<file path="src/rtl/axi_lite_regfile.sv">
`default_nettype none
// ============================================================================
// Module   : axi_lite_regfile
// Brief    : AXI4-Lite slave register file with byte strobes, decode errors,
//            per-register read-only mask and a flat register export.
//            Optional macro AXI_LITE_REGFILE_WR_PULSE_EN adds wr_pulse output.
// Revision : 1.0 - initial release
// ============================================================================
module axi_lite_regfile #(
    parameter int                      ADDR_WIDTH = 32,
    parameter int                      DATA_WIDTH = 32,
    parameter int                      NUM_REGS   = 32,
    parameter logic [NUM_REGS-1:0]     RO_MASK    = '0,
    parameter logic [DATA_WIDTH-1:0]   RESET_VAL  = '0
) (
    input  logic                           clk,
    input  logic                           rst_n,
    input  logic [ADDR_WIDTH-1:0]          awaddr,
    input  logic                           awvalid,
    output logic                           awready,
    input  logic [DATA_WIDTH-1:0]          wdata,
    input  logic [DATA_WIDTH/8-1:0]        wstrb,
    input  logic                           wvalid,
    output logic                           wready,
    output logic [1:0]                     bresp,
    output logic                           bvalid,
    input  logic                           bready,
    input  logic [ADDR_WIDTH-1:0]          araddr,
    input  logic                           arvalid,
    output logic                           arready,
    output logic [DATA_WIDTH-1:0]          rdata,
    output logic [1:0]                     rresp,
    output logic                           rvalid,
    input  logic                           rready,
`ifdef AXI_LITE_REGFILE_WR_PULSE_EN
    output logic [NUM_REGS-1:0]            wr_pulse,
`endif
    output logic [NUM_REGS*DATA_WIDTH-1:0] reg_q
);

    localparam int         c_strb_w = DATA_WIDTH / 8;
    localparam int         c_lsb    = $clog2(c_strb_w);
    localparam logic [1:0] c_okay   = 2'b00;
    localparam logic [1:0] c_slverr = 2'b10;

    logic                  r_aw_held;
    logic                  r_w_held;
    logic                  r_wr_go;
    logic [ADDR_WIDTH-1:0] r_awaddr;
    logic [DATA_WIDTH-1:0] r_wdata;
    logic [c_strb_w-1:0]   r_wstrb;
    logic                  r_bvalid;
    logic [1:0]            r_bresp;
    logic                  r_rvalid;
    logic [DATA_WIDTH-1:0] r_rdata;
    logic [1:0]            r_rresp;
    logic [DATA_WIDTH-1:0] r_regs [NUM_REGS];

    logic                  w_aw_hs;
    logic                  w_w_hs;
    logic                  w_ar_hs;
    logic [ADDR_WIDTH-1:0] w_widx;
    logic [ADDR_WIDTH-1:0] w_ridx;
    logic                  w_wr_ok;
    logic                  w_rd_hit;
    logic [DATA_WIDTH-1:0] w_rd_data;

    assign awready = ~r_aw_held & ~r_bvalid;
    assign wready  = ~r_w_held & ~r_bvalid;
    assign arready = ~r_rvalid;

    assign w_aw_hs = awvalid & awready;
    assign w_w_hs  = wvalid & wready;
    assign w_ar_hs = arvalid & arready;

    assign w_widx  = r_awaddr >> c_lsb;
    assign w_ridx  = araddr >> c_lsb;

    assign bvalid  = r_bvalid;
    assign bresp   = r_bresp;
    assign rvalid  = r_rvalid;
    assign rdata   = r_rdata;
    assign rresp   = r_rresp;

    // Address decode: out-of-range indices match no register.
    always_comb begin
        w_wr_ok   = 1'b0;
        w_rd_hit  = 1'b0;
        w_rd_data = '0;
        for (int i = 0; i < NUM_REGS; i++) begin
            if (w_widx == ADDR_WIDTH'(i)) begin
                w_wr_ok = ~RO_MASK[i];
            end
            if (w_ridx == ADDR_WIDTH'(i)) begin
                w_rd_hit  = 1'b1;
                w_rd_data = r_regs[i];
            end
        end
    end

    // Write channel: capture AW/W independently, one idle cycle, then commit.
    always_ff @(posedge clk or negedge rst_n) begin
        if (!rst_n) begin
            r_aw_held <= 1'b0;
            r_w_held  <= 1'b0;
            r_wr_go   <= 1'b0;
            r_awaddr  <= '0;
            r_wdata   <= '0;
            r_wstrb   <= '0;
            r_bvalid  <= 1'b0;
            r_bresp   <= c_okay;
        end else begin
            if (w_aw_hs) begin
                r_aw_held <= 1'b1;
                r_awaddr  <= awaddr;
            end
            if (w_w_hs) begin
                r_w_held <= 1'b1;
                r_wdata  <= wdata;
                r_wstrb  <= wstrb;
            end
            r_wr_go <= r_aw_held & r_w_held & ~r_wr_go;
            if (r_wr_go) begin
                r_aw_held <= 1'b0;
                r_w_held  <= 1'b0;
                r_bvalid  <= 1'b1;
                r_bresp   <= w_wr_ok ? c_okay : c_slverr;
            end else if (r_bvalid && bready) begin
                r_bvalid <= 1'b0;
            end
        end
    end

    always_ff @(posedge clk or negedge rst_n) begin
        if (!rst_n) begin
            for (int i = 0; i < NUM_REGS; i++) begin
                r_regs[i] <= RESET_VAL;
            end
        end else if (r_wr_go && w_wr_ok) begin
            for (int i = 0; i < NUM_REGS; i++) begin
                if (w_widx == ADDR_WIDTH'(i)) begin
                    for (int b = 0; b < c_strb_w; b++) begin
                        if (r_wstrb[b]) begin
                            r_regs[i][b*8 +: 8] <= r_wdata[b*8 +: 8];
                        end
                    end
                end
            end
        end
    end

    // Read channel: a register read in the same edge as a commit sees the old value.
    always_ff @(posedge clk or negedge rst_n) begin
        if (!rst_n) begin
            r_rvalid <= 1'b0;
            r_rdata  <= '0;
            r_rresp  <= c_okay;
        end else if (w_ar_hs) begin
            r_rvalid <= 1'b1;
            r_rdata  <= w_rd_data;
            r_rresp  <= w_rd_hit ? c_okay : c_slverr;
        end else if (r_rvalid && rready) begin
            r_rvalid <= 1'b0;
        end
    end

`ifdef AXI_LITE_REGFILE_WR_PULSE_EN
    logic [NUM_REGS-1:0] r_wr_pulse;

    always_ff @(posedge clk or negedge rst_n) begin
        if (!rst_n) begin
            r_wr_pulse <= '0;
        end else begin
            r_wr_pulse <= '0;
            if (r_wr_go && w_wr_ok) begin
                for (int i = 0; i < NUM_REGS; i++) begin
                    if (w_widx == ADDR_WIDTH'(i)) begin
                        r_wr_pulse[i] <= 1'b1;
                    end
                end
            end
        end
    end

    assign wr_pulse = r_wr_pulse;
`endif

    generate
        for (genvar g = 0; g < NUM_REGS; g++) begin : g_regq
            assign reg_q[g*DATA_WIDTH +: DATA_WIDTH] = r_regs[g];
        end
    endgenerate

endmodule
`default_nettype wire

</file>
<file path="config.mk">
export PLATFORM = sky130hd
export DESIGN_NAME = axi_lite_regfile
export DESIGN_NICKNAME = d
export VERILOG_FILES = /design/src/rtl/axi_lite_regfile.sv
export SDC_FILE = /design/constraint.sdc
export NUM_CORES = 2
export LEC_CHECK = 0
export CORE_AREA = 3 3 457 459
export DETAILED_ROUTE_END_ITERATION = 8
export DIE_AREA = 0 0 460 462
export GPL_TIMING_DRIVEN = 0
export PLACE_DENSITY = 0.52
export SLEW_MARGIN = 20
export SYNTH_ARGS = -nofsm -noshare
export SYNTH_HDL_FRONTEND = slang
export SYNTH_SLANG_ARGS = --single-unit
export TNS_END_PERCENT = 30
</file>
<file path="constraint.sdc">
create_clock -name clk -period 2.4 [get_ports clk]
set_input_delay 0.72 -clock clk [delete_from_list [all_inputs] [get_ports clk]]
set_output_delay 0.72 -clock clk [all_outputs]
set_load 0.02 [all_outputs]
</file>
==> flow_summary.rst <==
.. list-table::
   :header-rows: 1

   * - Metric
     - Value
   * - Number of buffers created by CTS
     - 142
   * - Number of violations of the max-capacitance limit
     - 0
   * - Last weighted congestion value of the routability-driven placer
     - 0.988
   * - Growth of design area from synthesis to finish
     - 60.0%
   * - Post-layout power
     - 55.4 mW
   * - Post-synthesis sequential area ratio
     - 54.3%
   * - Critical path depth
     - 12
   * - Share of the cycle needed by the critical path after routing
     - 135%
   * - First-pass DRT Iterations
     - 8
   * - Most numerous cell in the Yosys netlist
     - sky130_fd_sc_hd__dfrtp_1
   * - IR Drop Worst-Case VDD
     - 0.581 mV
   * - Data required, critical path
     - 3.19 ns
   * - Flip-flop and latch count after synthesis
     - 1129
   * - Worst path cell trace
     - clkdlybuf4s15_2 -> buf_8 -> clkinv_8 -> clkbuf_8 -> clkbuf_16 -> a21oi_1 -> nor3_1 -> a222oi_1 -> o211ai_1 -> a21oi_2 -> o2111ai_2 -> a21o_1
   * - Standard cell core area
     - 205000 sq um
   * - Largest cells by area after synthesis
     - sky130_fd_sc_hd__dfrtp_1 (54%), sky130_fd_sc_hd__mux2_2 (24%), sky130_fd_sc_hd__nand2_1 (2.0%), sky130_fd_sc_hd__a21oi_1 (2.0%), sky130_fd_sc_hd__nor2_1 (1.8%)
   * - Synthesized cell area
     - 52000 sq um
   * - Path class of the lowest-slack min-delay path
     - in2async
   * - Antenna-violating nets left
     - 0
   * - Depth of the CTS H-tree
     - 4
   * - Synth top cells by count
     - sky130_fd_sc_hd__dfrtp_1 (1129), sky130_fd_sc_hd__mux2_2 (1105), sky130_fd_sc_hd__nand2_1 (279)
   * - Total count of max-transition violations in the final report
     - 0
   * - Starting DRT DRC Count
     - 6954
   * - Unrepaired setup endpoints after global routing
     - yes
   * - Final number of setup-violating endpoints
     - 2149
   * - Setup Crit Path Kind
     - in2reg
   * - Antenna violations before repair
     - 56
   * - Root buf cell
     - sky130_fd_sc_hd__clkbuf_16
   * - Outcome
     - finished, violations left
   * - Initial core utilization
     - 25.4%
   * - DRC violations left
     - 0
   * - Clock tree from TritonCTS
     - built
   * - Data arrival time of the worst path
     - 4.03 ns
   * - Final Routed Wirelength
     - 431000 microns
   * - Hold violation total from the final report
     - 124
   * - Maximum frequency from static timing analysis
     - 309 MHz
   * - Vert. Die Dim
     - 462 microns
   * - Fraction of the core area covered by cells at the end of the flow
     - 40.7%
   * - Full die area
     - 213000 sq um
   * - Number of buffers and inverters on the critical path
     - 5
   * - Clock transition at the register clock pins on the worst setup and hold paths after CTS
     - 0.06 ns
   * - Number of global-route vias before repair
     - 50069
   * - Vias after detailed routing
     - 51750
   * - Areal power density over the cells
     - 666 nW/um^2
   * - Failing checks
     - negative hold slack, negative setup slack
   * - Detailed placement HPWL
     - 335000 microns
   * - Leakage
     - 36.6 nW
   * - Gate Count Post-Synth
     - 4275
   * - Combined global-route utilization of all metal layers
     - 39.2%
   * - Asr flop ratio synth
     - 100%
   * - Number of flops mapped to enable cells by yosys
     - 0
   * - Critical path's largest stage delay
     - 0.95 ns
   * - WL per Instance
     - 49.2 microns
   * - Proportion of netlist area held by the largest area contributor
     - 54.3%
   * - Die W
     - 460 microns
   * - Drt via density
     - 5.91
   * - Yosys top cell by area
     - sky130_fd_sc_hd__dfrtp_1
   * - Kind of end point of the critical path
     - flip-flop
   * - Average cell area after synthesis
     - 12.2 sq um
   * - Top FF cell, synth
     - sky130_fd_sc_hd__dfrtp_1
   * - Filler instances
     - 19550
   * - Wire length of the first global-routing pass
     - 541000 microns
   * - Fin Setup TNS
     - -923.94 ns
   * - Rel. slew slack
     - 19.1%
   * - Worst setup skew after layout
     - 0.0495 ns
   * - Worst path top cell family by delay
     - compound AO/OA/AOI/OAI gates
   * - Post-layout nets
     - 6044
   * - Ports
     - 1172
   * - Count of distinct cell types in the synthesized netlist
     - 86
   * - Deepest clock path buffer count
     - 3
   * - Worst slew pin tran
     - 1.21 ns
   * - Global route total overflow
     - 0
   * - Worst Reg2Reg Path Length in Cells
     - 11
   * - Critical Path Source Type
     - input port
   * - Row cnt
     - 166
   * - Final Worst Setup Slack
     - -0.837 ns
   * - Pin count of the biggest net entering global routing
     - 142
   * - Hold Slack
     - -0.0926 ns
   * - Crit-path slowest cell
     - sky130_fd_sc_hd__o211ai_1
   * - Fraction of final layout cells with drive strength greater than 1
     - 39.8%
   * - Final critical-path required period
     - 3.24 ns
   * - Port Buffer Count
     - 1165
   * - Max FO, Critical Path
     - 10
   * - Count of warnings emitted by yosys
     - 0
   * - Insertion delay of the later-clocked pin in the worst-skew pair
     - 0.85 ns
   * - Sinks on the clock net
     - 1129
==> stage by stage <==
step	worst slack [ns]	cells	cell area [sq um]
after global placement	-54.36	8129	67800
after global routing	-0.897	8741	83200
after CTS	-0.859	8714	81900
final	-0.837	8752	83300
after detailed placement	-4.69	8163	68700
after floorplan	-0.523	4276	52800
==> path summary, 6_finish.rpt <==
check	start	to	slack (ns)
setup / recovery	araddr[3]	rdata[8]	-0.84
hold / removal	rst_n	reg_q[909]	-0.09
setup reg to reg	r_awaddr[25]	reg_q[516]	-0.81
hold reg to reg	rresp[1]	rresp[1]	0.49
max in group asynchronous	rst_n	reg_q[512]	0.51
min in group clk	rready	rvalid	0.44
==> flip-flops by register name, summed over array words and instances, names as in the netlist <==
| register | flops |
|---|---|
| bresp | 1 |
| bvalid | 1 |
| r_aw_held | 1 |
| r_awaddr | 30 |
| r_w_held | 1 |
| r_wdata | 32 |
| r_wr_go | 1 |
| r_wstrb | 4 |
| rdata | 32 |
| reg_q | 1024 |
| rresp | 1 |
| rvalid | 1 |
==> report_power, final <==
group / switching (mW) / internal [mW]
logic: 9.28 / 2.42
clock network: 9.65 / 13.1
registers: 1.18 / 19.7
==> kinds of logic (layout without fill, tap and decap cells) <==
| kind of cell | Yosys count | in the layout | share of synthesized area [%] |
|---|---|---|---|
| xor gates and xnor gates | 1 | 1 | 0.0168 |
| and+or+nand+nor | 776 | 776 | 6.90 |
| AOI/OAI and AO/OA | 922 | 922 | 11.9 |
| DFF | 1129 | 1129 | 54.3 |
| other | 1 | 20 | 0.00721 |
| muxes | 1134 | 1134 | 24.5 |
| buffers and inverters | 312 | 2082 | 2.37 |
==> area by class of cell <==
class	count	area, sq um	area share, %
Multi-Input combinational cell	2835	27200	32.7
Sequential cell	1129	28300	33.9
Buffer	295	3160	3.80
Timing Repair Buffer	1524	16400	19.6
Antenna cell	18	45.0	0.0541
Tap cell	2688	3360	4.04
Clock buffer	199	4070	4.89
Inverter	10	55.1	0.0661
Clock inverter	54	761	0.914
==> repair_timing <==
item / in CTS / in global routing
gates resized for setup: 1229 / 218
pin swaps: 232 / 48
setup endpoints to repair: 2145 / 2148
setup buffers: 298 / 20
cloned: 8 / 0
hold endpoints to repair: 124 / 124
==> cells in the final DEF, fill, tap and decap left out, types with 22 or more instances in the layout <==
cell type                         instances
sky130_fd_sc_hd__mux2_2                 980
sky130_fd_sc_hd__nand3_1                 25
sky130_fd_sc_hd__buf_12                 127
sky130_fd_sc_hd__mux2_4                 128
sky130_fd_sc_hd__clkdlybuf4s50_1       1134
sky130_fd_sc_hd__a221oi_1                64
sky130_fd_sc_hd__clkinv_2                23
sky130_fd_sc_hd__clkbuf_4                25
sky130_fd_sc_hd__nor2_1                 143
sky130_fd_sc_hd__o22ai_1                 56
sky130_fd_sc_hd__o21ai_1                 35
sky130_fd_sc_hd__buf_4                  179
sky130_fd_sc_hd__o21ai_0                142
sky130_fd_sc_hd__clkbuf_1               104
sky130_fd_sc_hd__clkbuf_2                26
sky130_fd_sc_hd__buf_1                   22
sky130_fd_sc_hd__a21oi_1                177
sky130_fd_sc_hd__a21o_1                  27
sky130_fd_sc_hd__buf_16                  25
sky130_fd_sc_hd__clkbuf_16              182
sky130_fd_sc_hd__nand2_2                 22
sky130_fd_sc_hd__o221ai_1                33
sky130_fd_sc_hd__buf_6                   70
sky130_fd_sc_hd__a22oi_1                 57
sky130_fd_sc_hd__nor3_1                  43
sky130_fd_sc_hd__nand2_4                 45
sky130_fd_sc_hd__nand2_1                159
sky130_fd_sc_hd__dfrtp_1               1129
sky130_fd_sc_hd__clkbuf_8                71
sky130_fd_sc_hd__nor2_4                 101
sky130_fd_sc_hd__nand2_8                 55
==> per-layer routing <==
metal  vias up  track usage, %  routed length (microns)
met4        22            23.7                    32400
met1     27458            47.7                   163000
met2      3867            59.2                   186000
met3      1010            13.9                    48300
li1      19393               -                        -
met5         -           0.656                      355
Note: power is estimated with default switching activity, not from simulation.
